### config.mk
export PLATFORM = sky130hd
export DESIGN_NAME = usb_serial_fifo_bridge_flat
export DESIGN_NICKNAME = d
export VERILOG_FILES = /design/src/rtl/usb_serial_fifo_bridge_if.sv /design/src/rtl/usb_serial_fifo_bridge.sv /design/src/flat_wrapper.sv
export SDC_FILE = /design/constraint.sdc
export NUM_CORES = 1
export LEC_CHECK = 0
export CAP_MARGIN = 25
export CELL_PAD_IN_SITES_DETAIL_PLACEMENT = 0
export CELL_PAD_IN_SITES_GLOBAL_PLACEMENT = 1
export CORE_MARGIN = 2
export CORE_UTILIZATION = 50
export DETAILED_ROUTE_END_ITERATION = 10
export GPL_ROUTABILITY_DRIVEN = 0
export PLACE_DENSITY_LB_ADDON = 0.1
export SLEW_MARGIN = 10
export SYNTH_ARGS = -nofsm -noshare
export SYNTH_HDL_FRONTEND = slang
export SYNTH_SLANG_ARGS = --single-unit
### constraint.sdc
create_clock -name clk -period 4.63 [get_ports clk]
set_input_delay 0.926 -clock clk [delete_from_list [all_inputs] [get_ports clk]]
set_output_delay 0.926 -clock clk [all_outputs]
set_load 0.01 [all_outputs]
### src/rtl/usb_serial_fifo_bridge_if.sv
// CPU bus and byte-stream core signals of the USB serial FIFO bridge.
// The slave modport is the bridge side; the master modport drives it.
interface usb_serial_fifo_bridge_if #(
  parameter int DATA_W = 8
);
  logic              cs_n;
  logic              rd_n;
  logic              wr_n;
  logic [2:0]        addr;
  logic [DATA_W-1:0] data_in;
  logic [DATA_W-1:0] data_out;
  logic              irq_n;
  logic              core_tx_ready;
  logic              core_tx_strobe;
  logic [DATA_W-1:0] core_tx_data;
  logic              core_rx_strobe;
  logic [DATA_W-1:0] core_rx_data;

  modport slave (
    input  cs_n, rd_n, wr_n, addr, data_in, core_tx_ready, core_rx_strobe, core_rx_data,
    output data_out, irq_n, core_tx_strobe, core_tx_data
  );

  modport master (
    output cs_n, rd_n, wr_n, addr, data_in, core_tx_ready, core_rx_strobe, core_rx_data,
    input  data_out, irq_n, core_tx_strobe, core_tx_data
  );
endinterface

### src/rtl/usb_serial_fifo_bridge.sv
// Z80 I/O peripheral fronting a byte-stream core with TX/RX FIFOs,
// an automatic TX drain FSM, RX overrun flag and a maskable interrupt.
module usb_serial_fifo_bridge #(
  parameter int TX_AW  = 4,
  parameter int RX_AW  = 4,
  parameter int DATA_W = 8
) (
  input  logic                     clk,
  input  logic                     reset_n,
  usb_serial_fifo_bridge_if.slave  bus
);

  typedef enum logic [1:0] {IDLE, SEND, GAP} txState_t;

  logic              w_readSel, w_writeSel, w_wrPulse, w_rdEnd;
  logic              r_readSelQ, r_writeSelQ;
  logic [2:0]        r_rdAddr, w_rdAddr;
  logic              w_ctrlWr, w_txFlush, w_rxFlush, w_overrunClr;
  logic              r_rxIrqEn, r_txIrqEn, r_overrun, r_irqN;

  logic [DATA_W-1:0] r_rxMem [2**RX_AW];
  logic [RX_AW:0]    r_rxWr, r_rxRd, w_rxCount;
  logic              w_rxEmpty, w_rxFull, w_rxPush, w_rxPop, w_rxDrop;

  logic [DATA_W-1:0] r_txMem [2**TX_AW];
  logic [TX_AW:0]    r_txWr, r_txRd, w_txFree;
  logic              w_txEmpty, w_txFull, w_txPush, w_txPop;

  txState_t          r_state;
  logic              r_txStrobe;
  logic [DATA_W-1:0] r_txData;
  logic              w_irqPending;
  logic [DATA_W-1:0] w_rdData;

  assign w_readSel  = !bus.cs_n && !bus.rd_n && bus.wr_n;
  assign w_writeSel = !bus.cs_n && bus.rd_n && !bus.wr_n;
  assign w_wrPulse  = w_writeSel && !r_writeSelQ;
  assign w_rdEnd    = r_readSelQ && !w_readSel;
  // On the first read cycle the latched address is not yet valid, so use the live one.
  assign w_rdAddr   = (w_readSel && !r_readSelQ) ? bus.addr : r_rdAddr;

  always_ff @(posedge clk or negedge reset_n) begin
    if (!reset_n) begin
      r_readSelQ  <= 1'b0;
      r_writeSelQ <= 1'b0;
      r_rdAddr    <= '0;
    end else begin
      r_readSelQ  <= w_readSel;
      r_writeSelQ <= w_writeSel;
      if (w_readSel && !r_readSelQ)
        r_rdAddr <= bus.addr;
    end
  end

  assign w_ctrlWr     = w_wrPulse && (bus.addr == 3'd1);
  assign w_txFlush    = w_ctrlWr && bus.data_in[2];
  assign w_rxFlush    = w_ctrlWr && bus.data_in[3];
  assign w_overrunClr = w_ctrlWr && bus.data_in[4];

  assign w_rxEmpty = (r_rxWr == r_rxRd);
  assign w_rxFull  = (r_rxWr[RX_AW] != r_rxRd[RX_AW]) &&
                     (r_rxWr[RX_AW-1:0] == r_rxRd[RX_AW-1:0]);
  assign w_rxCount = r_rxWr - r_rxRd;
  assign w_rxPop   = w_rdEnd && (r_rdAddr == 3'd2) && !w_rxEmpty;
  assign w_rxPush  = bus.core_rx_strobe && (!w_rxFull || w_rxPop);
  assign w_rxDrop  = bus.core_rx_strobe && w_rxFull && !w_rxPop;

  assign w_txEmpty = (r_txWr == r_txRd);
  assign w_txFull  = (r_txWr[TX_AW] != r_txRd[TX_AW]) &&
                     (r_txWr[TX_AW-1:0] == r_txRd[TX_AW-1:0]);
  assign w_txFree  = {1'b1, {TX_AW{1'b0}}} - (r_txWr - r_txRd);
  assign w_txPop   = (r_state == SEND);
  assign w_txPush  = w_wrPulse && (bus.addr == 3'd3) && (!w_txFull || w_txPop);

  always_ff @(posedge clk) begin
    if (w_rxPush)
      r_rxMem[r_rxWr[RX_AW-1:0]] <= bus.core_rx_data;
    if (w_txPush)
      r_txMem[r_txWr[TX_AW-1:0]] <= bus.data_in;
  end

  // Flush takes priority over any push or pop on the same FIFO.
  always_ff @(posedge clk or negedge reset_n) begin
    if (!reset_n) begin
      r_rxWr <= '0;
      r_rxRd <= '0;
      r_txWr <= '0;
      r_txRd <= '0;
    end else begin
      if (w_rxFlush) begin
        r_rxWr <= '0;
        r_rxRd <= '0;
      end else begin
        if (w_rxPush) r_rxWr <= r_rxWr + 1'b1;
        if (w_rxPop)  r_rxRd <= r_rxRd + 1'b1;
      end
      if (w_txFlush) begin
        r_txWr <= '0;
        r_txRd <= '0;
      end else begin
        if (w_txPush) r_txWr <= r_txWr + 1'b1;
        if (w_txPop)  r_txRd <= r_txRd + 1'b1;
      end
    end
  end

  always_ff @(posedge clk or negedge reset_n) begin
    if (!reset_n) begin
      r_rxIrqEn <= 1'b0;
      r_txIrqEn <= 1'b0;
      r_overrun <= 1'b0;
      r_irqN    <= 1'b1;
    end else begin
      if (w_ctrlWr) begin
        r_rxIrqEn <= bus.data_in[0];
        r_txIrqEn <= bus.data_in[1];
      end
      if (w_rxDrop)
        r_overrun <= 1'b1;
      else if (w_overrunClr)
        r_overrun <= 1'b0;
      r_irqN <= !w_irqPending;
    end
  end

  // A flush arriving in IDLE must not launch a byte that is about to vanish.
  always_ff @(posedge clk or negedge reset_n) begin
    if (!reset_n) begin
      r_state    <= IDLE;
      r_txStrobe <= 1'b0;
      r_txData   <= '0;
    end else begin
      case (r_state)
        IDLE: begin
          if (!w_txEmpty && bus.core_tx_ready && !w_txFlush) begin
            r_state    <= SEND;
            r_txStrobe <= 1'b1;
            r_txData   <= r_txMem[r_txRd[TX_AW-1:0]];
          end else begin
            r_txStrobe <= 1'b0;
          end
        end
        SEND: begin
          r_state    <= GAP;
          r_txStrobe <= 1'b0;
        end
        default: begin
          r_state    <= IDLE;
          r_txStrobe <= 1'b0;
        end
      endcase
    end
  end

  assign w_irqPending = (r_rxIrqEn && (!w_rxEmpty || r_overrun)) || (r_txIrqEn && w_txEmpty);

  always_comb begin
    w_rdData = '0;
    if (w_readSel) begin
      case (w_rdAddr)
        3'd0:    w_rdData = {{(DATA_W-5){1'b0}}, w_irqPending, w_txEmpty, r_overrun,
                             !w_txFull, !w_rxEmpty};
        3'd1:    w_rdData = {{(DATA_W-2){1'b0}}, r_txIrqEn, r_rxIrqEn};
        3'd2:    w_rdData = w_rxEmpty ? '0 : r_rxMem[r_rxRd[RX_AW-1:0]];
        3'd4:    w_rdData = {{(DATA_W-RX_AW-1){1'b0}}, w_rxCount};
        3'd5:    w_rdData = {{(DATA_W-TX_AW-1){1'b0}}, w_txFree};
        default: w_rdData = '0;
      endcase
    end
  end

  assign bus.data_out       = w_rdData;
  assign bus.irq_n          = r_irqN;
  assign bus.core_tx_strobe = r_txStrobe;
  assign bus.core_tx_data   = r_txData;

endmodule
### src/flat_wrapper.sv
// flat-port wrapper written by rule: the top's interface ports become plain ports
module usb_serial_fifo_bridge_flat 
#(
  parameter int TX_AW  = 4,
  parameter int RX_AW  = 4,
  parameter int DATA_W = 8
)
  (clk, reset_n, bus_cs_n, bus_rd_n, bus_wr_n, bus_addr, bus_data_in, bus_core_tx_ready, bus_core_rx_strobe, bus_core_rx_data, bus_data_out, bus_irq_n, bus_core_tx_strobe, bus_core_tx_data);
  usb_serial_fifo_bridge_if #(.DATA_W(DATA_W)) bus_i ();
  input  logic clk;
  input  logic reset_n;
  input wire logic [$bits(bus_i.cs_n)-1:0] bus_cs_n;
  input wire logic [$bits(bus_i.rd_n)-1:0] bus_rd_n;
  input wire logic [$bits(bus_i.wr_n)-1:0] bus_wr_n;
  input wire logic [$bits(bus_i.addr)-1:0] bus_addr;
  input wire logic [$bits(bus_i.data_in)-1:0] bus_data_in;
  input wire logic [$bits(bus_i.core_tx_ready)-1:0] bus_core_tx_ready;
  input wire logic [$bits(bus_i.core_rx_strobe)-1:0] bus_core_rx_strobe;
  input wire logic [$bits(bus_i.core_rx_data)-1:0] bus_core_rx_data;
  output wire logic [$bits(bus_i.data_out)-1:0] bus_data_out;
  output wire logic [$bits(bus_i.irq_n)-1:0] bus_irq_n;
  output wire logic [$bits(bus_i.core_tx_strobe)-1:0] bus_core_tx_strobe;
  output wire logic [$bits(bus_i.core_tx_data)-1:0] bus_core_tx_data;
  assign bus_i.cs_n = bus_cs_n;
  assign bus_i.rd_n = bus_rd_n;
  assign bus_i.wr_n = bus_wr_n;
  assign bus_i.addr = bus_addr;
  assign bus_i.data_in = bus_data_in;
  assign bus_i.core_tx_ready = bus_core_tx_ready;
  assign bus_i.core_rx_strobe = bus_core_rx_strobe;
  assign bus_i.core_rx_data = bus_core_rx_data;
  assign bus_data_out = bus_i.data_out;
  assign bus_irq_n = bus_i.irq_n;
  assign bus_core_tx_strobe = bus_i.core_tx_strobe;
  assign bus_core_tx_data = bus_i.core_tx_data;
  usb_serial_fifo_bridge #(.TX_AW(TX_AW), .RX_AW(RX_AW), .DATA_W(DATA_W)) u_core (.clk(clk), .reset_n(reset_n), .bus(bus_i));
endmodule
==> results.yml, run 1 <==
pwr:
  p_clk_frac: 0.290
  finalPower_uw: 8020
  p_leak_uw: 0.00490
  p_per_area_nw_per_um2: 563
  ir_drop_uv: 368
  p_sw_frac: 0.287
  internal-power_uw: 5720
  p_comb_frac: 0.291
  switching_power_uw: 2310
  power_frac_seq: 0.419
layout:
  layout-drive-gt1-share: 0.168
  nets: 788
  fin_area_um2: 14300
  fillers: 1840
  n_antenna_cell: 0
  area_growth_pct: 14.8
drt:
  firstDrtPassIters: 5
  routed_via_density: 5.72
  vias: 6217
  wl_mm: 24.4
  drt-wirelength-per-cell_um: 22.5
  drc_errors: 0
  ant_nets: 0
  drt_iter0_markers: 419
clock_network:
  clock_sink_count: 296
  hold_buffers: 0
  cts_buffers: 31
  cts_tree: "built"
  cts.htree.levels: 1
  cts_setup_buffers: 0
  clk_path_buf_depth: 3
  clk_latency_ns: 0.55
  clockRootBuffer: "clkbuf_16"
  post_cts_resize_count: 0
  clk_pin_slew_worst_paths_ns: 0.06
logic_synthesis:
  seq_area_frac_synth: 0.700
  synth_top_area_cell: "edfxtp_1"
  synth_seq_cells: 296
  synth_top_flop_cell: "edfxtp_1"
  syn-cell-area_um2: 12400
  synth_edf_count: 256
  synth_most_common_cell: "edfxtp_1"
  synthTopCellsByCount: "edfxtp_1, nor2_1, mux4_2"
  yosys.cell_types.count: 56
  synthArstFlopShare: 0.135
  syn_inst: 669
  synth_area_leaders: "edfxtp_1, mux4_2, dfrtp_1, mux4_1, ha_1"
  yosysWarnings: 0
  syn_area_per_cell_um2: 18.6
  syn_nets: 718
  synth_top_area_share: 0.619
timing:
  skew_ns: 0.0122
  fin_crit_ns: 4.56
  max_slew_margin: 0.358
  drv_slew: 0
  fin_setup_tns_ns: 0
  hold_viol: 0
  finalCritPeriodShare: 0.984
  holdWs_ns: 0.297
  finalSetupViolations: 0
  tightestPinTransition_ns: 0.959
  fmax_mhz: 219
  grt_setup_unrepaired: "no"
setup_path:
  criticalPathCategory: "in2out"
  cp.required_ns: 3.70
  worstPathMaxFanout: 5
  worstSetupEndpointType: "output pin"
  cp-start-kind: "primary input"
  arrival_ns: 3.63
global_route:
  grt_pass1_wl_mm: 38.4
  grt_pass1_vias: 6611
  grt_usage: 0.195
  antenna_found_initial: 0
  grt_overflow_total: 0
  grt_start_max_net_pins: 41
die:
  core_area_um2: 24300
  placementRows: 57
  start_util: 0.510
  die_h_um: 162
  die-area_um2: 26100
  pin_count: 44
  dieWidth_um: 162
placement:
  placed_area_um2: 13300
  port_buffers: 43
  dp_hpwl_mm: 16.3
run_status:
  run_status: "finished, final reports clean"
run:
  maxCapViolCount: 0
hold_path:
  hp-class: "in2async"
==> state kept, by name, summed over array words and instances, names as in the netlist <==
register,count
u_core.r_overrun,1
u_core.r_txIrqEn,1
u_core.r_rxIrqEn,1
u_core.r_rxRd,5
u_core.bus.core_tx_strobe,1
u_core.r_readSelQ,1
u_core.bus.core_tx_data,8
u_core.r_rxMem,128
u_core.r_rdAddr,3
u_core.r_writeSelQ,1
u_core.r_txMem,128
u_core.r_state,2
u_core.bus.irq_n,1
u_core.r_txWr,5
u_core.r_rxWr,5
u_core.r_txRd,5
==> cells in the final DEF (no fill, tap or decap), types with 16 or more instances in the layout <==
cell type,n
clkbuf_16,31
dfrtp_1,38
ha_1,21
mux4_1,31
edfxtp_1,256
nor2_1,51
inv_1,16
mux4_2,44
nand2_1,34
clkdlybuf4s50_1,42
buf_4,22
==> metal layers <==
layer,global-route usage,vias to the layer above,wire length (µm)
met5,0,-,0
met2,0.355,142,12900
li1,-,2805,-
met1,0.244,3221,10000
met4,0.0548,0,563
met3,0.0275,49,888
==> critical path, cell delays in order <==
cell	delay [ns]
clkdlybuf4s50_1	0.46
nor4b_2	0.49
mux2i_1	0.30
and3_1	0.24
nand3_1	0.33
o2bb2ai_1	0.31
clkdlybuf4s50_1	0.57
==> power groups by stage <==
stage	combinational, µW	sequential, µW	clock, µW
after floorplan	1730	3320	0
after global placement	2300	3400	0
after detailed placement	2350	3420	0
after CTS	2360	3370	2380
after global routing	2540	3390	2500
final	2330	3360	2330
==> area by class of cell <==
class,count,area (µm²),share of cell area
tap,324,405,0.0284
multi-input combinational,324,3500,0.245
sequential,296,8690,0.610
timing repair buffer,67,631,0.0442
inverter,19,71.3,0.00500
clock inverter,16,148,0.0104
clock buffer,40,810,0.0568
==> cell families after synthesis <==
family,synth area share
compound gates,0.0204
xor+xnor,0.0169
fa+ha+maj,0.0244
buf+inv,0.0186
flops,0.700
mux,0.163
simple gates,0.0561
==> path summary, 6_finish.rpt <==
kind                                       startpoint                          to  slack (ns)  cells after the start
max in group asynchronous                     reset_n            u_core.bus.irq_n        3.79                      2
max                                          bus_cs_n             bus_data_out[1]        0.07                      7
min                                           reset_n            u_core.r_txRd[0]        0.30                      1
max reg2reg                          u_core.r_rxRd[3]       u_core.r_rxMem[12][6]        1.35                      7
min reg2reg                u_core.bus.core_tx_data[5]  u_core.bus.core_tx_data[5]        0.52                      1
min in group clk           u_core.bus.core_tx_data[5]  u_core.bus.core_tx_data[5]        0.52                      1
==> per-stage QoR <==
| step | worst slack [ns] | instances | util |
|---|---|---|---|
| 6_report | 0.0735 | 1086 | 0.586 |
| 5_1_grt | 0.00195 | 1086 | 0.586 |
| 4_1_cts | 0.0923 | 1085 | 0.585 |
| 3_5_place_dp | 0.0964 | 1029 | 0.546 |
| 3_3_place_gp | 0.183 | 1029 | 0.546 |
| 2_1_floorplan | 1.17 | 669 | - |
Power figures use the tool's default switching activity.
==> inputs of run 2 (changes only) <==
--- a/config.mk
+++ b/config.mk
@@ -13,6 +13,7 @@
 export DETAILED_ROUTE_END_ITERATION = 10
 export GPL_ROUTABILITY_DRIVEN = 0
 export PLACE_DENSITY_LB_ADDON = 0.1
+export SETUP_SLACK_MARGIN = 0.02
 export SLEW_MARGIN = 10
 export SYNTH_ARGS = -nofsm -noshare
 export SYNTH_HDL_FRONTEND = slang
==> run 2 against run 1 <==
Register-to-register slack about the same. Utilization about the same. Flip-flop and latch count is the same. Final cell count unchanged. Die area did not move. Sequential power is essentially flat. Clock skew down 0.0016 ns. Critical path depth did not move. Design area about the same. Total power about the same. Sequential share of layout area about the same.
==> results.yml, run 2 (synthesized netlist as in run 1, its figures left out) <==
timing:
  fin_setup_tns_ns: 0
  hold_viol: 0
  fmax_mhz: 223
  fin_crit_ns: 4.49
  drv_slew: 0
  skew_ns: 0.0106
  tightestPinTransition_ns: 0.967
  finalCritPeriodShare: 0.969
  finalSetupViolations: 0
  max_slew_margin: 0.353
  grt_setup_unrepaired: "no"
  holdWs_ns: 0.298
run_status:
  run_status: "finished, final reports clean"
setup_path:
  reg2reg_from: "u_core.r_rxRd[3]"
  cp.required_ns: 3.70
  crit_start: "bus_cs_n"
  r2r_setup_slack_ns: 1.35
  criticalPathCategory: "in2out"
  r2r_cells: 7
  worstReg2RegEnd: "u_core.r_rxMem[12][6]"
  cp-start-kind: "primary input"
  arrival_ns: 3.56
  worstPathMaxFanout: 5
  worstSetupEndpointType: "output pin"
global_route:
  antenna_found_initial: 0
  grt_start_max_net_pins: 41
  grt_overflow_total: 0
  grt_pass1_wl_mm: 38.4
  grt_usage: 0.195
  grt_pass1_vias: 6611
pwr:
  p_sw_frac: 0.287
  p_per_area_nw_per_um2: 562
  p_clk_frac: 0.290
  power_frac_seq: 0.419
  internal-power_uw: 5720
  p_leak_uw: 0.00490
  ir_drop_uv: 369
  finalPower_uw: 8020
  p_comb_frac: 0.291
  switching_power_uw: 2300
clock_network:
  clk_path_buf_depth: 3
  clk_pin_slew_worst_paths_ns: 0.06
  hold_buffers: 0
  clockRootBuffer: "clkbuf_16"
  cts_buffers: 31
  cts_tree: "built"
  post_cts_resize_count: 0
  clk_latency_ns: 0.55
  clock_sink_count: 296
  cts_setup_buffers: 0
  cts.htree.levels: 1
layout:
  utilization: 0.586
  finalNonFillerCells: 1086
  layout_commonest_cell: "edfxtp_1"
  area_growth_pct: 14.9
  layout-drive-gt1-share: 0.168
  most-common-layout-cells: "edfxtp_1, nor2_1, mux4_2, clkdlybuf4s50_1, dfrtp_1"
  nets: 788
  n_antenna_cell: 0
drt:
  drt_iter0_markers: 407
  wl_mm: 24.4
  drc_errors: 0
  drt-wirelength-per-cell_um: 22.5
  firstDrtPassIters: 4
  vias: 6230
  routed_via_density: 5.74
  ant_nets: 0
die:
  pin_count: 44
  die-area_um2: 26100
  core_area_um2: 24300
  start_util: 0.510
  placementRows: 57
  dieWidth_um: 162
  die_h_um: 162
placement:
  port_buffers: 43
  dp_hpwl_mm: 16.3
  dp_cells: 1029
run:
  maxCapViolCount: 0
hold_path:
  hp-class: "in2async"
[run 2: worst max path at each step]
stage | endpoint | slack [ns] | cells past startpoint
after CTS | bus_data_out[1] | 0.09 | 7
after global routing | bus_data_out[1] | 0.03 | 8
final | bus_data_out[1] | 0.14 | 7
after global placement | bus_data_out[2] | 0.18 | 7
after detailed placement | bus_data_out[1] | 0.1 | 7
after floorplan | bus_data_out[2] | 1.17 | 5
[run 2: per-layer routing]
layer,track usage,share of wire
met5,0,0
met4,0.0548,0.024
met2,0.355,0.53
met1,0.244,0.41
met3,0.0275,0.036
[run 2: critical path, cell delays in order]
cell and delay [ns]:
clkdlybuf4s50_1 0.49, nor4b_4 0.39, mux2i_1 0.29, and3_1 0.24
nand3_1 0.34, o2bb2ai_1 0.32, clkdlybuf4s50_1 0.57
[run 2: cell type report]
cell class                 instances  area [µm²]
fill                            1839       10100
tap                              324         405
clock inverter                    16         148
inverter                          19        71.3
multi-input combinational        324        3510
clock buffer                      40         810
timing repair buffer              67         631
sequential                       296        8690
[run 2: power by group through the flow]
stage                     clock [µW]  sequential (µW)  combinational, µW
after floorplan                    0             3320               1730
after global placement             0             3400               2300
after detailed placement           0             3420               2350
after CTS                       2380             3370               2360
after global routing            2500             3390               2540
final                           2330             3360               2330
[run 2: metrics by stage]
stage	cell area [µm²]	worst slack [ns]
floorplan	12400	1.17
global placement	13300	0.183
detailed placement	13300	0.0964
CTS	14200	0.0923
global route	14300	0.0301
finish	14300	0.143
